`src/rtl/alu_seq_ctrl.sv`:
```
// Command sequencer in front of the 8-bit ALU: queues {A, B, sel} commands,
// issues them one at a time and returns the ALU's result over a valid/ready response port.
module alu_seq_ctrl #(
    parameter int DEPTH = 4,
    parameter int CW    = $clog2(DEPTH + 1)
) (
    input  logic          clk,
    input  logic          rst,
    input  logic          cmd_valid,
    output logic          cmd_ready,
    input  logic [7:0]    cmd_a,
    input  logic [7:0]    cmd_b,
    input  logic [3:0]    cmd_sel,
    output logic [7:0]    alu_a,
    output logic [7:0]    alu_b,
    output logic [3:0]    alu_sel,
    input  logic [8:0]    alu_result,
    input  logic          alu_c_out,
    input  logic          alu_over_flow,
    input  logic          alu_zero,
    output logic          rsp_valid,
    input  logic          rsp_ready,
    output logic [8:0]    rsp_result,
    output logic [2:0]    rsp_flags,
    output logic          rsp_err,
    output logic          busy,
    output logic [CW-1:0] count
);

    localparam int AW = (DEPTH > 1) ? $clog2(DEPTH) : 1;

    localparam logic [1:0] S_IDLE = 2'd0;
    localparam logic [1:0] S_EXEC = 2'd1;
    localparam logic [1:0] S_CAPT = 2'd2;
    localparam logic [1:0] S_RESP = 2'd3;

    // Bit n set means opcode n is executable by the ALU.
    localparam logic [15:0] LEGAL_MASK = 16'b1111_1111_0000_1011;

    logic [19:0]   mem_q [DEPTH];
    logic [AW-1:0] wr_ptr_q, wr_ptr_d;
    logic [AW-1:0] rd_ptr_q, rd_ptr_d;
    logic [CW-1:0] count_q, count_d;
    logic [1:0]    state_q, state_d;
    logic [7:0]    alu_a_q, alu_a_d;
    logic [7:0]    alu_b_q, alu_b_d;
    logic [3:0]    alu_sel_q, alu_sel_d;
    logic          rsp_valid_q, rsp_valid_d;
    logic [8:0]    rsp_result_q, rsp_result_d;
    logic [2:0]    rsp_flags_q, rsp_flags_d;
    logic          rsp_err_q, rsp_err_d;

    logic          push;
    logic          pop;
    logic [19:0]   head;
    logic          head_legal;

    // Full means not ready, even if the FSM pops this cycle: no pass-through.
    assign cmd_ready  = (count_q < CW'(DEPTH));
    assign push       = cmd_valid && cmd_ready;
    assign pop        = (state_q == S_IDLE) && (count_q != '0);
    assign head       = mem_q[rd_ptr_q];
    assign head_legal = LEGAL_MASK[head[3:0]];

    always_ff @(posedge clk) begin
        if (push) begin
            mem_q[wr_ptr_q] <= {cmd_a, cmd_b, cmd_sel};
        end
    end

    always_comb begin
        wr_ptr_d = push ? wr_ptr_q + AW'(1) : wr_ptr_q;
        rd_ptr_d = pop  ? rd_ptr_q + AW'(1) : rd_ptr_q;
        count_d  = count_q;
        if (push && !pop) begin
            count_d = count_q + CW'(1);
        end else if (!push && pop) begin
            count_d = count_q - CW'(1);
        end
    end

    always_comb begin
        state_d      = state_q;
        alu_a_d      = alu_a_q;
        alu_b_d      = alu_b_q;
        alu_sel_d    = alu_sel_q;
        rsp_valid_d  = rsp_valid_q;
        rsp_result_d = rsp_result_q;
        rsp_flags_d  = rsp_flags_q;
        rsp_err_d    = rsp_err_q;
        case (state_q)
            S_IDLE: begin
                if (count_q != '0) begin
                    if (head_legal) begin
                        alu_a_d   = head[19:12];
                        alu_b_d   = head[11:4];
                        alu_sel_d = head[3:0];
                        state_d   = S_EXEC;
                    end else begin
                        // Rejected without touching the ALU operands.
                        rsp_err_d    = 1'b1;
                        rsp_result_d = '0;
                        rsp_flags_d  = '0;
                        rsp_valid_d  = 1'b1;
                        state_d      = S_RESP;
                    end
                end
            end
            S_EXEC: state_d = S_CAPT;
            S_CAPT: begin
                rsp_result_d = alu_result;
                rsp_flags_d  = {alu_c_out, alu_over_flow, alu_zero};
                rsp_err_d    = 1'b0;
                rsp_valid_d  = 1'b1;
                state_d      = S_RESP;
            end
            S_RESP: begin
                if (rsp_ready) begin
                    rsp_valid_d = 1'b0;
                    state_d     = S_IDLE;
                end
            end
            default: state_d = S_IDLE;
        endcase
    end

    always_ff @(posedge clk) begin
        if (rst) begin
            wr_ptr_q     <= '0;
            rd_ptr_q     <= '0;
            count_q      <= '0;
            state_q      <= S_IDLE;
            alu_a_q      <= '0;
            alu_b_q      <= '0;
            alu_sel_q    <= '0;
            rsp_valid_q  <= 1'b0;
            rsp_result_q <= '0;
            rsp_flags_q  <= '0;
            rsp_err_q    <= 1'b0;
        end else begin
            wr_ptr_q     <= wr_ptr_d;
            rd_ptr_q     <= rd_ptr_d;
            count_q      <= count_d;
            state_q      <= state_d;
            alu_a_q      <= alu_a_d;
            alu_b_q      <= alu_b_d;
            alu_sel_q    <= alu_sel_d;
            rsp_valid_q  <= rsp_valid_d;
            rsp_result_q <= rsp_result_d;
            rsp_flags_q  <= rsp_flags_d;
            rsp_err_q    <= rsp_err_d;
        end
    end

    assign alu_a      = alu_a_q;
    assign alu_b      = alu_b_q;
    assign alu_sel    = alu_sel_q;
    assign rsp_valid  = rsp_valid_q;
    assign rsp_result = rsp_result_q;
    assign rsp_flags  = rsp_flags_q;
    assign rsp_err    = rsp_err_q;
    assign count      = count_q;
    assign busy       = (state_q != S_IDLE) || (count_q != '0);

endmodule

```
`config.mk`:
```
export PLATFORM = sky130hd
export DESIGN_NAME = alu_seq_ctrl
export DESIGN_NICKNAME = d
export VERILOG_FILES = /design/src/rtl/alu_seq_ctrl.sv
export SDC_FILE = /design/constraint.sdc
export NUM_CORES = 1
export LEC_CHECK = 0
export CAP_MARGIN = 30
export CORE_ASPECT_RATIO = 1.4
export CORE_UTILIZATION = 35
export DETAILED_ROUTE_END_ITERATION = 10
export GPL_TIMING_DRIVEN = 0
export PLACE_DENSITY_LB_ADDON = 0.25
export RECOVER_POWER = 50
export SYNTH_ARGS = -nofsm -noshare
export SYNTH_HDL_FRONTEND = slang
export SYNTH_SLANG_ARGS = --single-unit
```
`constraint.sdc`:
```
create_clock -name clk -period 2 [get_ports clk]
set_clock_uncertainty 0.1 [all_clocks]
set_input_delay 0.2 -clock clk [delete_from_list [all_inputs] [get_ports clk]]
set_output_delay 0.2 -clock clk [all_outputs]
set_load 0.02 [all_outputs]
```
==> impl_metrics.toml, run 1 <==
[global_routing]
grt_util_met2 = 0.2610
grt_overflow_total = 0
grt_pass1_vias = 3147
grt_usage = 0.1471
use_met3 = 0.04715
gr-usage-met1 = 0.1629
busiest_layer = "met2"
grt_max_degree = 17
antenna_found_initial = 0
grt_pass1_wl_um = 15700

[timing]
tightest_slew_ns = 0.5811
relSlewSlack = 0.6126
finalSetupViolCount = 5
setup_ws_ns = -0.04842
timing.fmax_mhz = 488.2
finalCriticalPeriod_ns = 2.048
maxSlewViolCount = 0
timing.final.crit_share = 1.024
rsz0062_at_grt = "true"
final_hold_viol_count = 0

[critical_path]
critical_path_class = "register to register"
cp-start-kind = "register"
cp.arrival_ns = 2.28
worstRegToRegCells = 10
setup.worst_path.end_class = "register"
crit_start = "state_q[0]"
required_ns = 2.24
r2r_slack_ns = -0.05
critPathMaxFanout = 3
r2r-start = "state_q[0]"
endpoint = "count[2]"
r2r-end = "count[2]"

[logic_synthesis]
syn_inst = 327
async_flop_share = 0
syn-num-nets = 374
synth_seq_area_share = 0.6685
synth_edf_count = 80
synth-seq-cells = 125
synth.avg_cell_area_um2 = 15.11
synth_flop_cell = "edfxtp_1"
ys_types = 36
netlist_area_um2 = 4941
yosysWarnings = 0

[routing]
num_vias = 2950
detail-route-antenna-nets = 0
drc_errors = 0
drtIter0Drc = 77
wl_per_cell_um = 15.28
via_per_inst = 4.624
wirelength_um = 9747
drtPass1Iterations = 6

[clocking]
cts_root_buf = "clkbuf_16"
clock_path_buffers = 2
numCtsBuffers = 17
cts_tree = "built"
clock_latency_ns = 0.41
clkSinkCount = 125
clkTransAtPathRegs_ns = 0.06
htree_levels = 4

[run]
max-cap-violations = 0

[floorplan]
row_count = 51
start_util = 0.3568
fp.dieW_um = 102.4
ios = 75
die-area_um2 = 14600
core_area_um2 = 13850
fp.dieH_um = 142.6

[pwr]
powerDensity_nw_per_um2 = 1440
p_leak_nw = 2.525
ir_drop_mv = 0.5893
power.total_mw = 9.798

[placed_design]
place_area_um2 = 6037
gp_congestion = 0.6958
dpl.cell_count = 590
portBuffers = 74
preCtsSetupSlack_ns = -0.4668
dp_hpwl_um = 6567

[hold_path]
hold-path-cell-count = 3
hold_class = "primary input to register"

[outcome]
violations = "setup timing"
outcome = "finished with violations"

[final_layout]
finalNetCount = 487
drive_gt1_frac = 0.2252
num_antenna_cells = 0
mostFrequentLayoutCell = "edfxtp_1"
final_util = 0.4913
most-common-layout-cells = "edfxtp_1 (80), nand2_1 (49), dfxtp_1 (39), dlygate4sd3_1 (39), clkdlybuf4s50_1 (34)"
instances_no_fill = 638
area_growth_pct = 37.68
fin_area_um2 = 6803
-- state kept, by name, indices dropped and copies added (netlist names), 3 cells and up, named ones only --
register / flops
alu_a: 8
alu_b: 8
rsp_result: 9
alu_sel: 4
mem_q: 80
count: 3
rsp_flags: 3
-- cell families (layout without fill, tap and decap cells) --
family | after synthesis | in the layout | share of synthesized area
XOR/XNOR | 5 | 5 | 0.008865
buffers and inverters | 25 | 151 | 0.02633
adder cells (fa/ha/maj) | 11 | 11 | 0.02937
flip-flops | 125 | 125 | 0.6685
multiplexers | 53 | 53 | 0.1585
AND/OR/NAND/NOR | 91 | 91 | 0.08256
AO/OA/AOI/OAI | 17 | 17 | 0.02583
-- layout make-up --
| type | instances | area, um^2 |
|---|---|---|
| clock inverter | 14 | 145.1 |
| clock buffer | 18 | 429.2 |
| multi-input combinational | 177 | 1565 |
| sequential | 125 | 3321 |
| timing repair buffer | 95 | 972.2 |
| fill | 1202 | 7044 |
| inverter | 9 | 33.78 |
| buffer | 15 | 105.1 |
| tap | 185 | 231.5 |
-- worst min path at each step --
stage	start	endpoint
finish	alu_result[6]	rsp_result[6]
CTS	alu_result[7]	rsp_result[7]
floorplan	cmd_sel[0]	mem_q[0][0]
global route	alu_result[6]	rsp_result[6]
detailed placement	rsp_result[8]	rsp_result[8]
global placement	rsp_result[1]	rsp_result[1]
-- critical path: stages, from the launching register on --
cell and delay [ns]:
dfxtp_2 0.33, inv_2 0.06, ha_4 0.15, o31a_1 0.12, inv_2 0.08, ha_4 0.13
inv_2 0.04, fa_2 0.32, xor2_1 0.16, or3_1 0.34, a21oi_2 0.14
-- cell usage after synthesis, drive strengths merged (5+ instances only) --
master  count  area, um^2
a21oi       5       36.29
clkbuf     10       37.54
mux2i      31       310.3
dfxtp      45       900.9
edfxtp     80        2402
mux4       20       450.4
nand3      12       60.06
nor2       14       52.55
ha         10       125.1
o21ai       5       25.02
buf         6       58.80
inv         9       33.78
nand2      49       183.9
nor2b       6       37.54
-- routing by layer --
layer	up-vias	wire length (um)
met5	-	0
li1	1428	-
met1	1438	3995
met4	0	93
met2	78	5179
met3	6	477
-- timing repair --
item,4_1_cts,5_1_grt
gates resized for setup,18,11
cloned,2,0
pin swaps,5,1
setup endpoints to repair,35,36
buffers inserted,15,1
hold buffers,0,0
-- stage by stage --
step	hold WS, ns	TNS (ns)
floorplan	0.1989	-0.07774
detailed placement	0.3458	-18.85
CTS	0.2676	-0.2279
finish	0.2751	-0.08251
global route	0.2716	-2.130
global placement	0.3437	-46.30
-- report_power, final --
group / leakage (nW) / internal, mW / switching, mW
logic: 1.15 / 1.78 / 1.65
clock network: 0.274 / 1.83 / 1.10
registers: 1.10 / 3.22 / 0.206
(Power assumes the default switching activity.)
==> run 2, diff against run 1 <==
- PLACE_DENSITY: unset -> 0.64
- PLACE_DENSITY_LB_ADDON: 0.25 -> unset
==> run 2 against run 1 <==
Against the previous run:
- the run still ends with setup timing left
- register-to-register slack about the same
- power grew 2.9%
- die area unchanged
- clock power increased by 6%
- core utilization increased by 0.45 points
- routed wire length fell by 2.0%
- first-iteration DRC count is 35% higher
- critical path depth decreased by 3
- via count down 0.75%
- cell count grew 0.47%
==> impl_metrics.toml, run 2 (synthesis gave the netlist of run 1 again) <==
[final_layout]
num_antenna_cells = 0
fin_area_um2 = 6865
most-common-layout-cells = "edfxtp_1 (80), nand2_1 (49), clkdlybuf4s50_1 (40), dfxtp_1 (39), dlygate4sd3_1 (33)"
largest_register_ff_count = 80
fillers = 1184
finalNetCount = 490
mostFrequentLayoutCell = "edfxtp_1"
area_growth_pct = 38.95
drive_gt1_frac = 0.2303
regMostFlops = "mem_q"

[placed_design]
portBuffers = 74
place_area_um2 = 6037
dp_hpwl_um = 6613
gp_congestion = 0.6975
preCtsSetupSlack_ns = -0.4521

[clocking]
clock_path_buffers = 2
hold_buffers = 0
clkTransAtPathRegs_ns = 0.06
numCtsBuffers = 17
clock_latency_ns = 0.40
cts_root_buf = "clkbuf_16"
clkSinkCount = 125
htree_levels = 4
cts_tree = "built"

[global_routing]
grt_pass1_wl_um = 15060
antenna_found_initial = 0
grt_overflow_total = 0
grt_usage = 0.1413
grt_max_degree = 18
grt_pass1_vias = 3008

[critical_path]
cp.arrival_ns = 2.27
r2r_slack_ns = -0.04
cp-start-kind = "register"
worstRegToRegCells = 7
critical_path_class = "register to register"
critPathMaxFanout = 5
setup.worst_path.end_class = "register"
required_ns = 2.23

[timing]
timing.final.crit_share = 1.018
rsz0062_at_grt = "true"
finalCriticalPeriod_ns = 2.037
relSlewSlack = 0.6104
final_hold_viol_count = 0
finalSetupViolCount = 22
tightest_slew_ns = 0.5844
tns_ns = -0.3542
timing.fmax_mhz = 491.0
maxSlewViolCount = 0
setup_ws_ns = -0.03655

[outcome]
violations = "setup timing"
outcome = "finished with violations"

[floorplan]
fp.dieW_um = 102.4
row_count = 51
ios = 75
die-area_um2 = 14600
core_area_um2 = 13850
fp.dieH_um = 142.6
start_util = 0.3568

[pwr]
ir_drop_mv = 0.6002
p_leak_nw = 2.539
power.total_mw = 10.08
powerDensity_nw_per_um2 = 1468

[routing]
drtIter0Drc = 104
drtPass1Iterations = 6
num_vias = 2928
drc_errors = 0
detail-route-antenna-nets = 0
via_per_inst = 4.568
wl_per_cell_um = 14.90
wirelength_um = 9554

[hold_path]
hold_class = "primary input to register"
hold-path-cell-count = 3

[run]
max-cap-violations = 0
==> run 2: changes by cell type in the layout (fill, tap and decap cells not counted), moves of 3 or more <==
| cell | delta |
|---|---|
| buf_6 | +3 |
| dlygate4sd3_1 | -6 |
| inv_6 | +4 |
| clkdlybuf4s50_1 | +6 |
==> run 2: timing repair <==
action	4_1_cts	5_1_grt
resized for setup	18	7
buffers inserted	15	2
gates cloned	2	1
pin swaps	5	4
setup endpoints to repair	35	36
==> run 2: area by class of cell <==
type                       count  area, um^2  area share
inverter                       9       33.78    0.004921
buffer                        15       98.84     0.01440
tap                          185       231.5     0.03372
clock inverter                15       182.7     0.02661
sequential                   125        3316      0.4830
timing repair buffer          98        1016      0.1480
clock buffer                  17       425.4     0.06196
multi-input combinational    177        1562      0.2274
==> run 2: final timing paths <==
check,from,to
min,alu_result[4],rsp_result[4]
max,register,alu_a[5]
min reg2reg,rsp_result[7],rsp_result[7]
max reg2reg,register,alu_a[5]
==> run 2: metal layers <==
layer	GRT usage	routed length [um]
met5	0	0
met4	0.05940	150
met3	0.03782	354
met2	0.2557	5182
met1	0.1524	3867
==> run 2: report_power, final <==
| part | switching (mW) | total [mW] | internal (mW) |
|---|---|---|---|
| Clock | 1.16 | 3.13 | 1.98 |
| Sequential | 0.213 | 3.43 | 3.22 |
| Combinational | 1.66 | 3.52 | 1.86 |
==> run 2: through the flow <==
| stage | utilization | hold slack (ns) | std cells |
|---|---|---|---|
| 3_3_place_gp | 0.4289 | 0.3434 | 586 |
| 2_1_floorplan | - | 0.1989 | 327 |
| 5_1_grt | 0.4958 | 0.2690 | 641 |
| 6_report | 0.4958 | 0.2731 | 641 |
| 3_5_place_dp | 0.4360 | 0.3471 | 590 |
| 4_1_cts | 0.4928 | 0.2596 | 639 |
==> run 2: critical path: stages (launching register included) <==
cell	delay [ns]
dfxtp_2	0.36
buf_8	0.11
mux4_2	0.52
nand2b_4	0.19
a22oi_2	0.18
buf_4	0.18
buf_6	0.13
mux2i_1	0.19
